**config.mk**
```make
export PLATFORM = sky130hd
export DESIGN_NAME = dual_fast_spi_tx
export DESIGN_NICKNAME = d
export VERILOG_FILES = /design/src/rtl/dual_fast_spi_pkg.sv /design/src/rtl/dual_fast_spi_tx_clk_div.sv /design/src/rtl/dual_fast_spi_tx.sv
export SDC_FILE = /design/constraint.sdc
export NUM_CORES = 1
export LEC_CHECK = 0
export BUFFER_PORTS_ARGS = -buffer_cell sky130_fd_sc_hd__buf_2
export CELL_PAD_IN_SITES_DETAIL_PLACEMENT = 1
export CELL_PAD_IN_SITES_GLOBAL_PLACEMENT = 2
export CORE_AREA = 4 4 94 96
export DETAILED_ROUTE_END_ITERATION = 8
export DIE_AREA = 0 0 98 100
export HOLD_SLACK_MARGIN = 0.12
export PLACE_DENSITY = 0.8
export SLEW_MARGIN = 40
export SYNTH_ARGS = -nofsm -noshare
export SYNTH_HDL_FRONTEND = slang
export SYNTH_SLANG_ARGS = --single-unit
```
**constraint.sdc**
```tcl
create_clock -name synth_clk -period 4.69 [get_ports synth_clk]
set_input_delay 0.2345 -clock synth_clk [delete_from_list [all_inputs] [get_ports synth_clk]]
set_output_delay 0.2345 -clock synth_clk [all_outputs]
set_load 0.005 [all_outputs]
```
**src/rtl/dual_fast_spi_pkg.sv**
```systemverilog
// Shared definitions for the dual-lane SPI transmitter and its receiver.
// Holds the FSM state encoding, the default word width and the pair-counter width.
// Pure definitions: no latency, no backpressure.
package dual_fast_spi_pkg;

    localparam int NB_BIT_DEF = 32;

    function automatic int pair_w(input int nb);
        return (nb > 2) ? $clog2(nb / 2) : 1;
    endfunction

    localparam int PAIR_W = pair_w(NB_BIT_DEF);

    typedef enum logic [2:0] {
        IDLE,
        SETUP,
        HIGH,
        LOW,
        FLUSH_LO,
        FLUSH_HI,
        FLUSH_END,
        GAP
    } spi_state_t;

endpackage

```
**src/rtl/dual_fast_spi_tx_clk_div.sv**
```systemverilog
// Phase timer for the SPI transmitter: tick on the last cycle of each CLK_DIV-long phase.
// Latency: tick is asserted CLK_DIV-1 cycles after run rises; pre_tick fires one cycle earlier.
// Backpressure: none; the counter is held at zero while run is low.
module spi_clk_div #(
    parameter int CLK_DIV = 2
) (
    input  logic synth_clk,
    input  logic rst_n,
    input  logic run,
    output logic tick,
    output logic pre_tick
);

    logic [7:0] cnt;

    always_ff @(posedge synth_clk or negedge rst_n) begin
        if (!rst_n) begin
            cnt <= '0;
        end else if (!run || tick) begin
            cnt <= '0;
        end else begin
            cnt <= cnt + 8'd1;
        end
    end

    assign tick     = run && (cnt == 8'(CLK_DIV - 1));
    // pre_tick has no meaning when every cycle is a terminal cycle
    assign pre_tick = run && (CLK_DIV > 1) && (cnt == 8'(CLK_DIV - 2));

endmodule

```
**src/rtl/dual_fast_spi_tx.sv**
```systemverilog
// Dual-lane SPI transmitter: shifts NB_BIT-bit words MSB first, two bits per sck period.
// Latency: cs falls on the accepting edge; CLK_DIV*(NB_BIT+1) cycles of cs low per word.
// Backpressure: tx_ready only in IDLE and in the last cycle of a word (burst without cs gap).
module dual_fast_spi_tx
    import dual_fast_spi_pkg::*;
#(
    parameter int CLK_DIV = 2,
    parameter int NB_BIT  = NB_BIT_DEF,
    parameter int CS_GAP  = 2
) (
    input  logic              synth_clk,
    input  logic              rst_n,
    input  logic [NB_BIT-1:0] tx_data,
    input  logic              tx_valid,
    output logic              tx_ready,
    output logic              sck_out,
    output logic              cs_out,
    output logic              mosi1_out,
    output logic              mosi0_out,
    output logic              busy
);

    localparam int NPAIR = NB_BIT / 2;
    localparam int PW    = pair_w(NB_BIT);
    localparam int GW    = (CS_GAP > 1) ? $clog2(CS_GAP) : 1;

    spi_state_t        state, state_nxt;
    logic [NB_BIT-1:0] shreg, shreg_nxt;
    logic [PW-1:0]     pair_cnt, pair_nxt;
    logic [GW-1:0]     gap_cnt, gap_nxt;
    logic              run, tick, pre_tick, xfer, last_pair, rdy_nxt;

    assign run       = state inside {SETUP, HIGH, LOW, FLUSH_LO, FLUSH_HI, FLUSH_END};
    assign xfer      = tx_valid && tx_ready;
    assign last_pair = (pair_cnt == PW'(NPAIR - 1));

    spi_clk_div #(
        .CLK_DIV (CLK_DIV)
    ) u_clk_div (
        .synth_clk (synth_clk),
        .rst_n     (rst_n),
        .run       (run),
        .tick      (tick),
        .pre_tick  (pre_tick)
    );

    always_comb begin
        state_nxt = state;
        shreg_nxt = shreg;
        pair_nxt  = pair_cnt;
        gap_nxt   = gap_cnt;
        case (state)
            IDLE: begin
                if (xfer) begin
                    shreg_nxt = tx_data;
                    pair_nxt  = '0;
                    state_nxt = SETUP;
                end
            end
            SETUP: begin
                if (tick) state_nxt = HIGH;
            end
            HIGH: begin
                if (tick) begin
                    state_nxt = LOW;
                    // the final pair stays on the wire through the last LOW phase
                    if (!last_pair) shreg_nxt = shreg << 2;
                end
            end
            LOW: begin
                if (tick) begin
                    if (!last_pair) begin
                        pair_nxt  = pair_cnt + PW'(1);
                        state_nxt = HIGH;
                    end else if (xfer) begin
                        shreg_nxt = tx_data;
                        pair_nxt  = '0;
                        state_nxt = SETUP;
                    end else begin
                        shreg_nxt = '0;
                        state_nxt = FLUSH_LO;
                    end
                end
            end
            FLUSH_LO: begin
                if (tick) state_nxt = FLUSH_HI;
            end
            FLUSH_HI: begin
                if (tick) state_nxt = FLUSH_END;
            end
            FLUSH_END: begin
                if (tick) begin
                    gap_nxt   = '0;
                    state_nxt = GAP;
                end
            end
            GAP: begin
                if (gap_cnt == GW'(CS_GAP - 1)) begin
                    gap_nxt   = '0;
                    state_nxt = IDLE;
                end else begin
                    gap_nxt = gap_cnt + GW'(1);
                end
            end
            default: state_nxt = IDLE;
        endcase

        // ready is registered, so it is raised one cycle ahead of the final LOW cycle
        rdy_nxt = (state_nxt == IDLE)
               || (state == LOW  && last_pair && !tick && pre_tick)
               || (state == HIGH && last_pair && tick && CLK_DIV == 1);
    end

    always_ff @(posedge synth_clk or negedge rst_n) begin
        if (!rst_n) begin
            state    <= IDLE;
            shreg    <= '0;
            pair_cnt <= '0;
            gap_cnt  <= '0;
            tx_ready <= 1'b0;
            sck_out  <= 1'b0;
            cs_out   <= 1'b1;
            busy     <= 1'b0;
        end else begin
            state    <= state_nxt;
            shreg    <= shreg_nxt;
            pair_cnt <= pair_nxt;
            gap_cnt  <= gap_nxt;
            tx_ready <= rdy_nxt;
            sck_out  <= (state_nxt == HIGH) || (state_nxt == FLUSH_HI);
            cs_out   <= !(state_nxt inside {SETUP, HIGH, LOW});
            busy     <= (state_nxt != IDLE);
        end
    end

    // shreg is cleared whenever cs is high, which keeps both lanes at zero there
    assign mosi1_out = shreg[NB_BIT-1];
    assign mosi0_out = shreg[NB_BIT-2];

endmodule

```
==> metrics <==
crit path buf inv count 1; GR met1 Demand/Resource 0.169; ratio of final minimum period to clock period 0.491; pre-CTS setup slack 2.41 ns; TritonCTS clock tree yes; drt wl/cell 14.8 um; Fin. Hold Viols 0; Max-Cap Viols 0; placed instance area 0.00276 mm2; CP top delay family simple AND/OR/NAND/NOR gates; CP required 4.92 ns; Top cell by count, worst path nor2_1; design area 0.00287 mm2; Starting DRT DRC Count 99; core area 0.00805 mm2; Max Root-Sink Buffers 2; post-synthesis instance area 0.00248 mm2; gr usage total 0.125; Syn Area/Cell 9.62 um2; hold_ws 0.140 ns; Cell Rows 33; TNS Setup 0 ns; synthesized flop and latch total 52; router iterations before antenna repair 4; final setup margin 2.39 ns; largest family of logic cells by synthesized area compound AO/OA/AOI/OAI gates; xor and xnor fraction of the mapped netlist area 0.0247; Final nets 331; Cells after DPL 389; mux share of post-synthesis cell area 0.00403; Worst IR Drop VDD 0.128 mV; largest net degree at the start of global routing 65; chip width 98 um; DIE AREA 0.00980 mm2; R2R Setup Slk 2.39 ns; unrepaired setup endpoints after global routing no; Tmin final 2.30 ns; post-CTS sizing 0; adder-cell area share of the yosys netlist 0.0202; asr flop ratio synth 1.00; die span in y 100 um; # DRC 0; CTS root buf clkbuf_8; hold path start tx_data[1]; CTS sink cnt 52; met3 Resource Use GR 0.0299; GRT met2 Usage 0.200; relative slew slack 0.550; slowest stage cell on the critical path a31o_4; Total Wirelength 5870 um; Reg clk slew, reported paths 0.11 ns; area grow syn2layout 15.5%; maximum fanout along the worst path 64; vias 2,003; post-synthesis sequential area ratio 0.525; number of CTS-inserted buffers 5; DP HPWL 4050 um; vias per cell 5.03; commonest non-fill, non-tap cells in the layout dfrtp_1, nor2_1, buf_2, a21oi_1, a22oi_1; CP cell instances inv_1, ha_1, or3b_2, nor2_1, a31o_4, nor2_1, a21oi_1; status finished clean; reg2reg start u_clk_div.cnt[1]$_DFF_PN0_; Net Count, Synth 297; grt total ovfl 0; initial antenna violation count 0; CP Capture Type register; most common cell after layout, fill and taps aside dfrtp_1; Most Crowded Layer GR met2; startpoint types register; Ports 41; layout cells sized above 1 0.212; f_max 434 MHz; vias in the first global route 2,011; Final Setup Violations 0; placer congestion estimate 0.788; Leak 1.28 nW; ys flop type dfrtp_1; Synth Area in Simple Gates 0.171; ant diodes 0; Final Non-Filler Cells 398; Mapped Cells 258; Critical Path Max Stage Delay 0.59 ns; Post-synth EDFFs 0; Hold EP shreg[1]$_DFFE_PN0P_; R2R Path End shreg[3]$_DFFE_PN0P_; first-pass GRT wire length 9920 um; yosys warns 0; Clk Latency, worst-skew pair 0.31 ns; DRT antenna net count 0; crit path launch u_clk_div.cnt[1]$_DFF_PN0_; Synth Area in Compound Gates 0.213; H-tree levels 2; Yosys cell types 42; Max Slew Vio Count 0; Post-CTS Hold Buffers 1; setup repair bufs after CTS 0; worst-case reg-to-reg path depth 7; pwr/cell area 257 mW/mm2; Worst EP arrival 2.53 ns; hold path depth 3; Slew @ Worst Pin 0.675 ns; Port Buffer Count 40; Hold Path Class input pin to register; Clock Skew 0.0107 ns; Initial Util 0.308; Worst Setup Path Type register to register
cells in the mapped netlist (2+ instances only):
| master | n | area (um2) |
|---|---|---|
| inv_1 | 7 | 26.3 |
| ha_1 | 4 | 50.1 |
| or3_1 | 2 | 12.5 |
| nand3b_1 | 2 | 15.0 |
| nor4_1 | 4 | 25.0 |
| o31ai_1 | 2 | 15.0 |
| nand2_1 | 11 | 41.3 |
| xor2_1 | 4 | 35.0 |
| nor2_1 | 43 | 161 |
| clkbuf_1 | 9 | 33.8 |
| nor3_1 | 3 | 15.0 |
| dfrtp_1 | 51 | 1280 |
| a21oi_1 | 32 | 160 |
| and3_1 | 2 | 12.5 |
| nand3_1 | 13 | 65.1 |
| buf_2 | 3 | 15.0 |
| a21o_1 | 2 | 15.0 |
| buf_4 | 4 | 30.0 |
| a22oi_1 | 30 | 225 |
| xnor2_1 | 3 | 26.3 |
| o21ai_0 | 6 | 30.0 |
sequential cells by signal, indices dropped and copies added (netlist names):
name,cells
shreg,32
u_clk_div.cnt,8
pair_cnt,4
cs_out,1
busy,1
gap_cnt,1
state,3
tx_ready,1
sck_out,1
how the worst max path moves through the flow:
stage	depth (start not counted)	to
after floorplan	6	busy$_DFF_PN0_
after global placement	7	shreg[1]$_DFFE_PN0P_
after detailed placement	7	shreg[24]$_DFFE_PN0P_
after CTS	7	shreg[3]$_DFFE_PN0P_
after global routing	7	shreg[0]$_DFFE_PN0P_
final	7	shreg[3]$_DFFE_PN0P_
worst min-delay path: cells and delay by family:
kind / cells / cell delay, ns
simple gates: 1 / 0.05
compound gates: 1 / 0.06
buf+inv: 1 / 0.08
through the flow:
step / utilization / total power [mW]
after global routing: 0.356 / 0.774
after floorplan: - / 0.457
after global placement: 0.342 / 0.483
after CTS: 0.356 / 0.751
final: 0.356 / 0.738
after detailed placement: 0.343 / 0.482
cells by family (layout without fill, tap and decap cells):
kind of cell	Yosys count	after routing
simple gates	89	89
xor+xnor	7	7
compound gates	82	82
flops	52	52
fa+ha+maj	4	4
buf+inv	23	58
mux	1	1
layer usage:
layer  wire length (um)  up-vias
li1                   -      989
met4                 73        0
met1               2810      976
met2               2740       31
met3                253        7
met5                  0        -
area by class of cell:
| type | count | area (um2) |
|---|---|---|
| Fill cell | 948 | 5190 |
| Sequential cell | 52 | 1300 |
| Clock inverter | 3 | 23.8 |
| Tap cell | 105 | 131 |
| Inverter | 7 | 26.3 |
| Multi-Input combinational cell | 183 | 1090 |
| Clock buffer | 5 | 68.8 |
| Timing Repair Buffer | 43 | 225 |
power by group:
group	internal [mW]	switching, mW
registers	0.448	0
logic	0.0109	0.0138
clock network	0.106	0.159
total	0.565	0.173
(Power assumes the default switching activity.)
